### config.mk
export PLATFORM = sky130hd
export DESIGN_NAME = sig_debounce
export DESIGN_NICKNAME = d
export VERILOG_FILES = /design/src/rtl/seqchk_pkg.sv /design/src/rtl/sig_debounce_sync_ff.sv /design/src/rtl/sig_debounce.sv
export SDC_FILE = /design/constraint.sdc
export NUM_CORES = 1
export LEC_CHECK = 0
export ABC_AREA = 1
export CAP_MARGIN = 20
export CORE_MARGIN = 3
export CORE_UTILIZATION = 56
export DETAILED_ROUTE_END_ITERATION = 6
export PLACE_DENSITY = 0.84
export RECOVER_POWER = 25
export REMOVE_ABC_BUFFERS = 1
export SLEW_MARGIN = 10
export SYNTH_ARGS = -nofsm -noshare
export SYNTH_HDL_FRONTEND = slang
export SYNTH_SLANG_ARGS = --single-unit
### constraint.sdc
create_clock -name clk -period 2.7 [get_ports clk]
set_clock_uncertainty 0.05 [all_clocks]
set_input_delay 0.27 -clock clk [delete_from_list [all_inputs] [get_ports clk]]
set_output_delay 0.27 -clock clk [all_outputs]
set_load 0.02 [all_outputs]
### src/rtl/seqchk_pkg.sv
// Shared definitions for the sequence-check path: debounce FSM state encoding
// and default timing constants reused by the window checker and its bench.
package seqchk_pkg;

    typedef enum logic [1:0] {
        S_LOW    = 2'b00,
        S_CHK_HI = 2'b01,
        S_HIGH   = 2'b11,
        S_CHK_LO = 2'b10
    } state_t;

    localparam int DEF_SYNC_STAGES = 2;
    localparam int DEF_STABLE_CYC  = 4;
    localparam int DEF_GCNT_W      = 8;

endpackage

### src/rtl/sig_debounce_sync_ff.sv
// Reset-to-0 multi-flop synchroniser for an asynchronous single-bit input.
module sync_ff #(
    parameter int STAGES = 2
) (
    input  logic clk,
    input  logic rst_n,
    input  logic d,
    output logic q
);

    logic [STAGES-1:0] chain_r;

    // Shift the raw input through the chain; the oldest stage is the synced output.
    always_ff @(posedge clk) begin
        if (!rst_n) begin
            chain_r <= {STAGES{1'b0}};
        end else begin
            chain_r <= {chain_r[STAGES-2:0], d};
        end
    end

    assign q = chain_r[STAGES-1];

endmodule

### src/rtl/sig_debounce.sv
// Input conditioner: synchronises raw_in and only changes sig_out after
// STABLE_CYC consecutive equal synced samples; reports edges and rejected glitches.
module sig_debounce
    import seqchk_pkg::*;
#(
    parameter int SYNC_STAGES = DEF_SYNC_STAGES,
    parameter int STABLE_CYC  = DEF_STABLE_CYC,
    parameter int GCNT_W      = DEF_GCNT_W
) (
    input  logic              clk,
    input  logic              rst_n,
    input  logic              en,
    input  logic              raw_in,
    input  logic              glitch_clr,
    output logic              sig_out,
    output logic              rise,
    output logic              fall,
    output logic [GCNT_W-1:0] glitch_cnt
);

    localparam int                CNT_W     = $clog2(STABLE_CYC);
    localparam logic [CNT_W-1:0]  CNT_ZERO  = {CNT_W{1'b0}};
    localparam logic [CNT_W-1:0]  CNT_ONE   = CNT_W'(1);
    localparam logic [CNT_W-1:0]  CNT_LAST  = CNT_W'(STABLE_CYC - 1);
    localparam logic [GCNT_W-1:0] GCNT_ZERO = {GCNT_W{1'b0}};
    localparam logic [GCNT_W-1:0] GCNT_ONE  = GCNT_W'(1);
    localparam logic [GCNT_W-1:0] GCNT_MAX  = {GCNT_W{1'b1}};

    logic              syn_s;
    logic              abort_s;
    state_t            state_r;
    logic [CNT_W-1:0]  cnt_r;
    logic              sig_r;
    logic              rise_r;
    logic              fall_r;
    logic [GCNT_W-1:0] gcnt_r;

    sync_ff #(
        .STAGES (SYNC_STAGES)
    ) u_sync (
        .clk   (clk),
        .rst_n (rst_n),
        .d     (raw_in),
        .q     (syn_s)
    );

    // A check is aborted as a glitch only when the filter is enabled and the
    // synced level falls back to the committed level before the count completes.
    always_comb begin
        abort_s = 1'b0;
        if (en) begin
            case (state_r)
                S_CHK_HI: abort_s = ~syn_s;
                S_CHK_LO: abort_s = syn_s;
                default:  abort_s = 1'b0;
            endcase
        end else begin
            abort_s = 1'b0;
        end
    end

    // Debounce FSM with stability counter and registered level/edge outputs.
    always_ff @(posedge clk) begin
        if (!rst_n) begin
            state_r <= S_LOW;
            cnt_r   <= CNT_ZERO;
            sig_r   <= 1'b0;
            rise_r  <= 1'b0;
            fall_r  <= 1'b0;
        end else begin
            rise_r <= 1'b0;
            fall_r <= 1'b0;
            case (state_r)
                S_LOW: begin
                    if (en && syn_s) begin
                        state_r <= S_CHK_HI;
                        cnt_r   <= CNT_ONE;
                    end
                end
                S_CHK_HI: begin
                    if (!en || !syn_s) begin
                        state_r <= S_LOW;
                        cnt_r   <= CNT_ZERO;
                    end else if (cnt_r == CNT_LAST) begin
                        state_r <= S_HIGH;
                        sig_r   <= 1'b1;
                        rise_r  <= 1'b1;
                        cnt_r   <= CNT_ZERO;
                    end else begin
                        cnt_r <= cnt_r + CNT_ONE;
                    end
                end
                S_HIGH: begin
                    if (en && !syn_s) begin
                        state_r <= S_CHK_LO;
                        cnt_r   <= CNT_ONE;
                    end
                end
                S_CHK_LO: begin
                    if (!en || syn_s) begin
                        state_r <= S_HIGH;
                        cnt_r   <= CNT_ZERO;
                    end else if (cnt_r == CNT_LAST) begin
                        state_r <= S_LOW;
                        sig_r   <= 1'b0;
                        fall_r  <= 1'b1;
                        cnt_r   <= CNT_ZERO;
                    end else begin
                        cnt_r <= cnt_r + CNT_ONE;
                    end
                end
                default: begin
                    state_r <= S_LOW;
                    cnt_r   <= CNT_ZERO;
                    sig_r   <= 1'b0;
                end
            endcase
        end
    end

    // Saturating glitch counter; a clear request overrides a same-cycle increment.
    always_ff @(posedge clk) begin
        if (!rst_n) begin
            gcnt_r <= GCNT_ZERO;
        end else if (glitch_clr) begin
            gcnt_r <= GCNT_ZERO;
        end else if (abort_s && (gcnt_r != GCNT_MAX)) begin
            gcnt_r <= gcnt_r + GCNT_ONE;
        end else begin
            gcnt_r <= gcnt_r;
        end
    end

    assign sig_out    = sig_r;
    assign rise       = rise_r;
    assign fall       = fall_r;
    assign glitch_cnt = gcnt_r;

endmodule

Word-level counts from Yosys, hierarchy flattened
Cells that the tools add are included.
{"block": "totals", "register_bits": 17, "input_bits": 5, "out_inout_bits": 11, "wordCells": 61}
{"block": "classes", "addsub": 2, "n_eq_ne": 13, "n_mux": 20, "bitwise_logic": 4, "reduce_logical": 15}
{"op": "2-to-1 mux 2 bit", "n": 10}
{"op": "one-hot mux 2 bit (4 select lines)", "n": 2}
{"op": "!= test 2 bit (second input constant)", "n": 6}
{"op": "adder 8 x 1 -> 8 bit (second input constant)", "n": 1}
{"op": "!= test 8 bit (second input constant)", "n": 1}
{"op": "== test 2 bit (second input constant)", "n": 3}
{"op": "2-to-1 mux 1 bit", "n": 6}
{"op": "!= test 3 bit (second input constant)", "n": 2}
{"op": "OR reduction 3 bit", "n": 2}
{"op": "AND reduction 5 bit", "n": 1}
{"op": "inverter 1 bit", "n": 4}
{"op": "one-hot mux 1 bit (2 select lines)", "n": 2}
{"op": "AND reduction 4 bit", "n": 1}
{"op": "logical AND 1 bit", "n": 3}
{"op": "adder 2 x 1 -> 2 bit (second input constant)", "n": 1}
{"op": "== test 2 x 1 -> 1 bit (second input constant)", "n": 1}
{"op": "logical NOT 1 bit", "n": 2}
{"op": "logical NOT 2 bit", "n": 1}
{"op": "logical OR 1 bit", "n": 2}
{"op": "AND reduction 2 bit", "n": 1}
{"op": "nonzero test 2 bit", "n": 1}
{"op": "OR reduction 2 bit", "n": 1}

Depth between registers and ports, before layout
Gate-level depths: netlist of run 1.
{"block": "depth", "depth_word": 4, "ltp_mapped": 10, "ltp_nobuf": 10}

Hierarchy
Synthesis of run 1 repeated with hierarchy kept, for this count alone.
{"block": "unflattened", "cells_unflattened": 151, "hier_area_um2": 1022.2}
{"module": "sig_debounce", "instances": 1, "cells_each": 145, "area_each_um2": 967.2, "seq_area_each_um2": 300.3}
{"module": "sync_ff", "instances": 1, "cells_each": 6, "area_each_um2": 55.1, "seq_area_each_um2": 40.0}

Worst setup path before layout of run 1
No wires, ideal clock.
{"block": "synth_timing", "kind": "reg-to-reg", "from": "register gcnt_r[0] (netlist: glitch_cnt[0])", "to": "register gcnt_r[1] (netlist: glitch_cnt[1])", "setup_ns": 0.116, "arrival_ns": 1.253, "t_required_ns": 2.534, "setup_slack_ns": 1.281, "stages_incl_launch_ff": 9, "n_path_buf": 0, "period_less_slack_ns": 1.419, "path_cell_list": "dfxtp_1 -> ha_1 -> nand2_1 -> nor2_2 -> nand2_1 -> nand2_4 -> inv_4 -> nor2_1 -> nor2_1"}
{"block": "synth_between", "elab_chain_cells": 2, "elab_cells_between_ends": 3, "classes_between": "1 x add/sub; 1 x eq/ne; 1 x reduce/logical"}
{"element": "from (decl)", "line": "sig_debounce.sv:36", "source": "logic [GCNT_W-1:0] gcnt_r;"}
{"element": "from (signal assigned)", "line": "sig_debounce.sv:128", "source": "gcnt_r <= gcnt_r + GCNT_ONE;"}
{"element": "from (signal assigned)", "line": "sig_debounce.sv:130", "source": "gcnt_r <= gcnt_r;"}
{"element": "branches (longest 2 deep; another with adder 8 x 1 -> 8 bit)"}
Parallel ways; which one is timed is not known.
A chain may end at the register's enable or synchronous reset.

Final worst setup path of run 1
{"block": "layout_timing", "from": "register gcnt_r[5] (netlist: glitch_cnt[5])", "to": "output port glitch_cnt[5]"}
{"element": "to (decl)", "line": "sig_debounce.sv:18", "source": "output logic [GCNT_W-1:0] glitch_cnt"}
No word-level cell between the ends.

==> impl_metrics.toml, run 1 <==
[sta]
slew_headroom_pct = 77.6
hold_viol = 0
timing.final.crit_period_ns = 1.72
setup-tns-final_ns = 0
setup_viol_count_final = 0
setup_ws_ns = 0.977
max_clock_freq_mhz = 580
rsz0062_at_grt = "false"
drv_slew = 0
worst-slew-pin-transition_ns = 0.333
post-route-period-util_pct = 63.8

[cells_and_area]
insertedDiodeCount = 0
area_delta_synth_final_pct = 19.4
postLayoutCellArea_mm2 = 0.00121
n_fill_cell = 121
final_nets = 187
fin_util_pct = 75.7
multiInputGateArea_um2 = 572
seq_area_um2 = 340
layout-drive-gt1-share_pct = 5.23

[yosys]
synth_area_mm2 = 0.00101
syn_inst = 153
ys_types = 18
syn_avg_cell_area_um2 = 6.61
synth_seq_cells = 17
seq_area_frac_synth_pct = 33.7
yosys_warnings = 0

[flow_run]
drv_cap = 0

[critical_path]
crit_chain = "clkdlybuf4s50_1"
end_kind = "output pin"
path_delay_family = "buffers and inverters"
worstSetupPathType = "reg2out"
startpoint_type = "register"
cpPeakStageDelay_ns = 0.65
critPathArrivalTime_ns = 1.40
cp_slowest_cell = "clkdlybuf4s50_1"
crit_fanout = 7
reg2reg_slack_ns = 1.11
worst_ep_required_time_ns = 2.38
cp.buffers_inverters = 1

[min_path]
hp-class = "reg2reg"

[die]
initial_core_util_pct = 63.4
die_y_um = 48.5
pin_count = 16
std_cell_rows = 14
die_area_mm2 = 0.00235
die_w_um = 48.5
core_area_mm2 = 0.00159

[drt]
final_antenna_net_count = 0
initialDrtViolationCount = 32
vias = 984
wl_um = 2250
drc = 0
post_drt_wl_per_cell_um = 11.5
vias_per_cell = 5.02
drtPass1Iterations = 4

[grt]
track_usage_pct = 21.2
antenna_found_initial = 0
grt_pass1_wl_um = 3960
first_global_vias = 894
grt_start_max_net_pins = 10
overflow = 0

[clocking]
cts_buffers = 3
cts_resized = 0
postCtsSetupBuffers = 0
htreeDepth = 1
clock-root-buffer = "clkbuf_4"
clk_path_buf_depth = 2
cts.sinks = 17
clk_latency_ns = 0.29
clk_pin_slew_ns = 0.10
cts_tree = "done"
hold_buffers = 0

[placed_design]
place_hpwl_um = 1730
io_buffers = 15
pre_cts_slack_ns = 0.982
placed_area_mm2 = 0.00119
gp_congestion = 0.957

[power_and_ir_drop]
p_leak_uw = 0.000522
cellPowerDensity_mw_per_mm2 = 407
peakVddDrop_v = 0.000380
power_uw = 492

[outcome]
status = "finished clean"
-- per-stage QoR --
step / std cells / hold slack, ns
detailed placement: 192 / 0.348
finish: 196 / 0.374
global placement: 192 / 0.354
CTS: 196 / 0.373
global route: 196 / 0.381
floorplan: 153 / 0.313
-- synthesized netlist by cell type --
cell type   n  share of area (%)
a21oi_1     6                3.0
dfxtp_1    17                 34
ha_1        9                 11
inv_1      21                7.8
inv_2       1               0.37
inv_4       1               0.62
nand2_1    39                 14
nand2_2     2                1.2
nand2_4     2                2.2
nand3_1     7                3.5
nand3b_1    1               0.74
nand4_1     1               0.62
nor2_1     30                 11
nor2_2      2                1.2
nor3_1      2               0.99
nor4_1      2                1.2
o21ai_0     7                3.5
xor2_1      3                2.6
-- area by class of cell --
type | count | share of cell area [%]
Timing Repair Buffer | 15 | 12.4
Inverter | 23 | 7.36
Sequential cell | 17 | 28.2
Multi-Input combinational cell | 113 | 47.4
Clock buffer | 4 | 2.18
Tap cell | 24 | 2.49
-- layout by cell type (no fill, tap or decap), drive strengths merged, types with 2 or more instances in the layout --
cell,count
clkdlybuf4s50,14
o21ai,7
clkbuf,4
ha,9
inv,23
nand2,43
nor2,32
nor4,2
dfxtp,17
nor3,2
a21oi,6
nand3,7
xor2,3
-- per-layer routing --
layer,GRT usage [%],share of wire (%)
met1,24.8,43
met4,8.53,1.1
met3,2.76,3.6
met5,0,0
met2,39.0,52
-- flip-flops by register name, summed over array words and instances (netlist names) --
register and cells:
glitch_cnt 8, cnt_r 2, state_r 2, u_sync.chain_r 2
fall 1, rise 1, sig_out 1
-- final timing paths --
path,from,endpoint,cells past startpoint
setup / recovery,glitch_cnt[5],glitch_cnt[5],1
hold / removal,u_sync.chain_r[0],u_sync.chain_r[1],2
setup reg to reg,state_r[0],glitch_cnt[0],9
hold reg to reg,u_sync.chain_r[0],u_sync.chain_r[1],2
-- power breakdown --
| group | internal (uW) | total, uW | switching [uW] |
|---|---|---|---|
| logic | 30.9 | 81.1 | 50.2 |
| registers | 260 | 268 | 8.69 |
| clock network | 57.5 | 143 | 85.1 |
| total | 348 | 492 | 144 |
-- worst reg2reg max path: cells and delay by family (launching register included) --
family	cells	cell delay [ns]
fa+ha+maj	1	0.26
flops	1	0.43
simple gates	6	0.59
buf+inv	2	0.21
-- cell families after synthesis --
kind of cell | after synthesis | synth area share, %
DFF | 17 | 33.7
and+or+nand+nor | 88 | 37.4
adders and majority gates | 9 | 11.1
buffers and inverters | 23 | 8.79
AOI/OAI and AO/OA | 13 | 6.44
xor gates and xnor gates | 3 | 2.60
(Power assumes the default switching activity.)
==> run 2, diff against run 1 <==
CORE_ASPECT_RATIO = 1.5   (was default)
CORE_UTILIZATION = 47   (was 56)
PLACE_DENSITY = 0.75   (was 0.84)
clock period = 1.4 ns   (was 2.7 ns; I/O delays follow)
==> impl_metrics.toml, run 2 (synthesis results as in run 1) <==
[outcome]
status = "finished clean"

[critical_path]
startpoint = "state_r[0]"
reg2reg_slack_ns = 0.07
path_depth = 5
end_kind = "register"
endpoint = "sig_out"
reg2reg_to = "sig_out"
cp.buffers_inverters = 1
worstSetupPathType = "reg2reg"
crit_fanout = 5
crit_chain = "inv_4 -> ha_1 -> nand3_1 -> nor3_1 -> nor2_1"
critPathArrivalTime_ns = 1.47
rr_worst_depth = 5
cp_slowest_cell = "dfxtp_4"
path_delay_family = "flip-flops"
r2r_start = "state_r[0]"
startpoint_type = "register"
cpPeakStageDelay_ns = 0.41
worst_ep_required_time_ns = 1.54

[cells_and_area]
final_common_cell = "nand2_1"
final_nets = 197
layout.cells.non_filler = 203
seq_area_um2 = 357
insertedDiodeCount = 0
layout-drive-gt1-share_pct = 25.8
area_delta_synth_final_pct = 37.4
largest_register_ff_count = 8
n_fill_cell = 152
multiInputGateArea_um2 = 683
layout_common_cells = "36 x nand2_1, 29 x nor2_1, 16 x inv_1"

[power_and_ir_drop]
cellPowerDensity_mw_per_mm2 = 710
peakVddDrop_v = 0.000619
power_uw = 987
p_leak_uw = 0.000621

[grt]
antenna_found_initial = 0
grt_pass1_wl_um = 4140
first_global_vias = 1061
track_usage_pct = 19.1
grt_start_max_net_pins = 10
overflow = 0

[sta]
setup-tns-final_ns = 0
hold_viol = 0
setup_viol_count_final = 0
setup_ws_ns = 0.0713
post-route-period-util_pct = 94.9
drv_slew = 0
slew_headroom_pct = 83.1
max_clock_freq_mhz = 753
worst-slew-pin-transition_ns = 0.252
rsz0062_at_grt = "true"
timing.final.crit_period_ns = 1.33

[die]
std_cell_rows = 19
die_area_mm2 = 0.00276
pin_count = 16
initial_core_util_pct = 52.5
die_w_um = 43.9
die_y_um = 62.8
core_area_mm2 = 0.00193

[drt]
vias_per_cell = 5.10
wl_um = 2430
wl_met2_um = 1340
drtPass1Iterations = 4
drc = 0
post_drt_wl_per_cell_um = 12.0
wl_met3_um = 86
maxUsedRoutingLayer = "met4"
vias = 1036
final_antenna_net_count = 0
met1_length_um = 906
initialDrtViolationCount = 17

[placed_design]
place_inst = 197
pre_cts_slack_ns = -0.150
io_buffers = 15
gp_congestion = 0.937
place_hpwl_um = 1820

[flow_run]
drv_cap = 0

[clocking]
hold_buffers = 0
cts.sinks = 17
cts_tree = "done"
clk_latency_ns = 0.29
clk_pin_slew_ns = 0.10
clock-root-buffer = "clkbuf_4"
clk_path_buf_depth = 2
cts_buffers = 3
htreeDepth = 1

[min_path]
hp-class = "in2reg"
run 2: cell count changes in the layout (fill, tap and decap cells not counted), moves of 3 or more:
cell             before  now
dlygate4sd2_1         0   10
inv_2                 1    4
dfxtp_4               0    3
dfxtp_1              17   10
clkdlybuf4s50_1      14    3
buf_4                 0    9
dfxtp_2               0    4
nand2_1              40   36
o21ai_0               7    4
ha_4                  0    5
inv_1                21   16
ha_1                  9    3
nand2_2               2    5
run 2: where the power goes:
part | switching, uW | internal, uW | leakage (uW)
sequential | 22.1 | 502 | 0.000142
combinational | 116 | 83.1 | 0.000464
clock | 152 | 111 | 0.0000150
total | 291 | 696 | 0.000621
run 2: layout make-up:
cell class                 count  area share (%)
inverter                      23            6.76
sequential                    17            25.7
multi-input combinational    113            49.2
timing repair buffer          25            14.6
clock buffer                   4            1.89
tap                           21            1.89
run 2: per-stage QoR:
step                      utilization (%)  hold WS, ns  cell area, um2
after global placement               64.8        0.343            1250
after CTS                            66.0        0.324            1270
final                                72.1        0.322            1390
after global routing                 72.1        0.373            1390
after detailed placement             64.8        0.358            1250
after floorplan                         -        0.183            1010
run 2: what timing repair did:
item / 4_1_cts / 5_1_grt
setup buffers: 0 / 2
setup endpoints to repair: 18 / 14
pin swaps: 0 / 4
gates resized for setup: 16 / 36
run 2: worst min-delay path by stage:
stage	from	endpoint	slack (ns)	cells after the start
after CTS	raw_in	u_sync.chain_r[0]	0.32	3
after detailed placement	u_sync.chain_r[0]	u_sync.chain_r[1]	0.36	2
final	raw_in	u_sync.chain_r[0]	0.32	3
after global routing	raw_in	u_sync.chain_r[0]	0.37	3
after global placement	u_sync.chain_r[0]	u_sync.chain_r[1]	0.34	2
after floorplan	rst_n	u_sync.chain_r[0]	0.18	2
run 2: per-layer routing:
layer	GRT usage [%]	vias to the layer above
met4	12.1	0
met1	18.3	464
met3	2.31	11
li1	-	533
met5	0	-
met2	35.4	28
run 2: worst min-delay path: stages:
cell	delay, ns
clkdlybuf4s50_1	0.40
nand2_1	0.06
inv_1	0.03
